`src/rtl/sram_arbiter.sv`:
```
// Two-port arbiter in front of a single-ported byte SRAM: port A (host reads) has
// fixed priority, and port B (loader) is forced through after STARVE_LIMIT losses.
module sram_arbiter #(
    parameter int STARVE_LIMIT = 4
) (
    input  logic        clk,
    input  logic        reset,
    input  logic        a_req,
    input  logic [15:0] a_addr,
    output logic [7:0]  a_rdata,
    output logic        a_ack,
    input  logic        b_req,
    input  logic        b_we,
    input  logic [15:0] b_addr,
    input  logic [7:0]  b_wdata,
    output logic [7:0]  b_rdata,
    output logic        b_ack,
    output logic [15:0] address,
    output logic [7:0]  datain,
    input  logic [7:0]  dataout,
    output logic        CS,
    output logic        WE
);

    localparam int CW = (STARVE_LIMIT > 0) ? $clog2(STARVE_LIMIT + 1) : 1;
    localparam logic [CW-1:0] LIMIT = CW'(STARVE_LIMIT);

    typedef enum logic [1:0] {
        IDLE   = 2'd0,
        ACCESS = 2'd1,
        DONE   = 2'd2
    } state_t;

    state_t         r_state;
    logic [CW-1:0]  r_starve;
    logic           r_grant_b;
    logic [15:0]    r_address;
    logic [7:0]     r_datain;
    logic           r_cs;
    logic           r_we;
    logic           r_a_ack;
    logic           r_b_ack;
    logic [7:0]     r_a_rdata;
    logic [7:0]     r_b_rdata;
    logic           w_b_wins;

    // B wins only when A is absent or B has lost STARVE_LIMIT times in a row.
    assign w_b_wins = b_req && (!a_req || (r_starve == LIMIT));

    // NOTE: all state is updated with non-blocking assignments so every register
    // sees the pre-edge values of its neighbours, exactly like the hardware.
    always_ff @(posedge clk) begin
        if (reset) begin
            r_state   <= IDLE;
            r_starve  <= '0;
            r_grant_b <= 1'b0;
            r_address <= '0;
            r_datain  <= '0;
            r_cs      <= 1'b0;
            r_we      <= 1'b0;
            r_a_ack   <= 1'b0;
            r_b_ack   <= 1'b0;
            r_a_rdata <= '0;
            r_b_rdata <= '0;
        end else begin
            case (r_state)
                IDLE: begin
                    r_a_ack <= 1'b0;
                    r_b_ack <= 1'b0;
                    if (a_req || b_req) begin
                        r_state   <= ACCESS;
                        r_grant_b <= w_b_wins;
                        r_cs      <= 1'b1;
                        if (w_b_wins) begin
                            r_address <= b_addr;
                            r_we      <= b_we;
                            r_starve  <= '0;
                            if (b_we) begin
                                r_datain <= b_wdata;
                            end
                        end else begin
                            r_address <= a_addr;
                            r_we      <= 1'b0;
                            if (b_req && (r_starve != LIMIT)) begin
                                r_starve <= r_starve + 1'b1;
                            end
                        end
                    end
                end
                ACCESS: begin
                    r_state <= DONE;
                    r_cs    <= 1'b0;
                    r_we    <= 1'b0;
                    // Writes leave the winner's read-data register untouched.
                    if (!r_we) begin
                        if (r_grant_b) begin
                            r_b_rdata <= dataout;
                        end else begin
                            r_a_rdata <= dataout;
                        end
                    end
                    r_a_ack <= !r_grant_b;
                    r_b_ack <= r_grant_b;
                end
                DONE: begin
                    r_state <= IDLE;
                    r_a_ack <= 1'b0;
                    r_b_ack <= 1'b0;
                end
                default: begin
                    r_state <= IDLE;
                    r_cs    <= 1'b0;
                    r_we    <= 1'b0;
                    r_a_ack <= 1'b0;
                    r_b_ack <= 1'b0;
                end
            endcase
        end
    end

    assign address = r_address;
    assign datain  = r_datain;
    assign CS      = r_cs;
    assign WE      = r_we;
    assign a_ack   = r_a_ack;
    assign b_ack   = r_b_ack;
    assign a_rdata = r_a_rdata;
    assign b_rdata = r_b_rdata;

endmodule
```
`config.mk`:
```
export PLATFORM = sky130hd
export DESIGN_NAME = sram_arbiter
export DESIGN_NICKNAME = d
export VERILOG_FILES = /design/src/rtl/sram_arbiter.sv
export SDC_FILE = /design/constraint.sdc
export NUM_CORES = 1
export LEC_CHECK = 0
export CORE_UTILIZATION = 35
export CTS_CLUSTER_DIAMETER = 80
export DETAILED_ROUTE_END_ITERATION = 12
export GPL_ROUTABILITY_DRIVEN = 0
export GPL_TIMING_DRIVEN = 0
export PLACE_DENSITY = 0.72
export SLEW_MARGIN = 15
export SYNTH_ARGS = -nofsm -noshare
export SYNTH_HDL_FRONTEND = slang
export SYNTH_SLANG_ARGS = --single-unit
export TNS_END_PERCENT = 10
```
`constraint.sdc`:
```
create_clock -name clk -period 1.5 [get_ports clk]
set_input_delay 0.3 -clock clk [delete_from_list [all_inputs] [get_ports clk]]
set_output_delay 0.3 -clock clk [all_outputs]
set_load 0.05 [all_outputs]
```
==> metrics.txt <==
clock buffer count from CTS=5; final non-filler cell total=421; number of remaining DRC errors=0; CTS tree=yes; CTS Buffer Depth=2; crit-path max cell delay=510 ps; post-synth net total=296; flop-to-flop setup slack=70 ps; Pwr Density=1030 nW/um^2; clk_lat worst skew=300 ps; Pre-antenna DRT Iters=4; first-pass GRT wire length=9.29 mm; Pins Over Slew Limit=0; chip width=80.3 um; Antenna diodes=0; cell row count=28; grt ovf=0; ratio of cells with drive above 1 in the final layout=13.6%; Die H=80.3 um; Commonest cells post-synth=50 x dfxtp_1, 30 x a21oi_1, 20 x nand2_1; sequential share of the synthesized area=46.6%; Yosys top cell area share=46.6%; predominant post-synthesis flop cell=dfxtp_1; Critical Path Sink Type=output port; worst hold-check path type=in -> reg; crit-path max FO=2; Critical Path AT=1170 ps; Setup WS post-layout=33.9 ps; Initial Util=36.3%; count of cell types in the netlist=32; Pleak=1.28 nW; outcome=finished clean; worst slew pin tran=565 ps; dpl cell area=3200 sq um; Max Clock Skew=2.93 ps; worst setup path class=reg -> out; CP Launch Type=flop; Mapped Cells=241; most used standard cell by instance count after synthesis=dfxtp_1; PnR Total Power=3.51 mW; fmax=682 MHz; vias in the first global route=1,972; placed insts=411; die area=6460 sq um; Cell Area, Synth=2150 sq um; gr usage total=18.7%; Post-synth EDFFs=0; hpwl dp=4.11 mm; Worst Path Required=1200 ps; total wire length=5.78 mm; relative slew slack=62.3%; initial antenna violation count=0; H-tree depth=2; drt wl/cell=13.7 um; Final Hold Fails=0; Reg clk slew, reported paths=90 ps; post-route ant nets=0; Yosys reg bits=50; Max Cap Viol=0; fin crit share=97.7%; Top Ports=97; Synth area leader=dfxtp_1; CP bufs+invs=1; endpoints failing setup=0; largest net degree at the start of global routing=18; peak supply drop=0.569 mV; Ys Warns=0; post-route cell area=3400 sq um; Avg Inst Size Synth=8.91 sq um; 1st-iter DRT viols=81; RSZ-0062 raised after global routing=true; Root Buffer=clkbuf_8; Layout area overhead=58.2%; PortBufs=95; slowest cell on the critical path=clkdlybuf4s15_1; Top delay family on crit path=buffers and inverters; core area=5920 sq um; routed via count=2,110; nets@finish=400; Placement Setup Slack=-555 ps; fin crit period=1470 ps; clock sink count=50; worst path cell trace=clkdlybuf4s15_1; synth top area cells=dfxtp_1 47%, mux2i_1 7.5%, a21oi_1 7.0%, a311oi_1 6.5%, nand2b_1 4.7%; Via density=5.01; asr flop ratio synth=0%
flip-flops by register name, summed over array words and instances (netlist names), 2 cells and up:
| name | count |
|---|---|
| b_rdata | 8 |
| datain | 8 |
| a_rdata | 8 |
| address | 16 |
| r_state | 2 |
| r_starve | 3 |
path summary, 6_finish.rpt:
check | from | to | cells after the start
worst max register to register | r_state[1] | address[10] | 6
worst min register to register | a_rdata[1] | a_rdata[1] | 2
worst min-delay path | reset | r_state[1] | 2
worst max-delay path | address[4] | address[4] | 1
routing by layer:
metal | vias to the layer above | track usage, % | wire length, um
li1 | 1069 | - | -
met4 | 0 | 5.89 | 59
met5 | - | 0 | 0
met2 | 84 | 32.1 | 2690
met3 | 4 | 4.32 | 422
met1 | 953 | 22.9 | 2610
kinds of logic (layout without fill, tap and decap cells):
logic type      count (synthesis)  in the layout  synth area share [%]
buf+inv                        24            129                  5.01
flops                          50             50                  46.6
mux                            16             16                  7.45
fa+ha+maj                       2              2                  1.16
compound gates                 67             67                  18.9
simple gates                   82             82                  20.9
per-stage QoR:
step / setup TNS, ps / utilization [%] / hold WS, ps
after global placement: -13280 / 54.1 / 443
after CTS: -862 / 56.9 / 451
after detailed placement: -13830 / 54.1 / 450
after global routing: -14.7 / 57.4 / 477
after floorplan: 0 / - / 436
final: 0 / 57.4 / 437
area by class of cell:
class | count | area (sq um)
Sequential cell | 50 | 1000
Clock inverter | 2 | 60.1
Clock buffer | 6 | 82.6
Fill cell | 558 | 2520
Buffer | 18 | 124
Timing Repair Buffer | 99 | 932
Multi-Input combinational cell | 167 | 1090
Tap cell | 75 | 93.8
Inverter | 4 | 15.0
where the power goes:
| group | internal [mW] | switching, mW | leakage [nW] |
|---|---|---|---|
| Clock | 0.711 | 0.442 | 0.0714 |
| Sequential | 1.41 | 0.0542 | 0.411 |
| Combinational | 0.352 | 0.533 | 0.800 |
| Total | 2.48 | 1.03 | 1.28 |
cells in the final DEF (no fill, tap or decap), types with 3 or more instances in the layout:
cell type / Yosys / final
a21oi_1: 30 / 30
a311oi_1: 16 / 16
buf_4: 0 / 5
buf_6: 1 / 4
clkbuf_1: 10 / 5
clkbuf_2: 1 / 11
clkbuf_8: 0 / 7
clkdlybuf4s15_1: 0 / 31
clkdlybuf4s50_1: 0 / 49
dfxtp_1: 50 / 47
dfxtp_2: 0 / 3
dlygate4sd2_1: 0 / 5
mux2i_1: 16 / 16
nand2_1: 20 / 20
nand2b_1: 16 / 16
nand3_1: 17 / 17
nor2_1: 9 / 9
o21ai_0: 19 / 19
or3_1: 3 / 3
what timing repair did:
action / 4_1_cts / 5_1_grt
gates resized for setup: 76 / 49
cloned: 0 / 0
hold buffers: 0 / 0
buffers inserted: 2 / 2
pin swaps: 3 / 1
endpoints found under the setup margin: 77 / 64
Power figures use the tool's default switching activity.
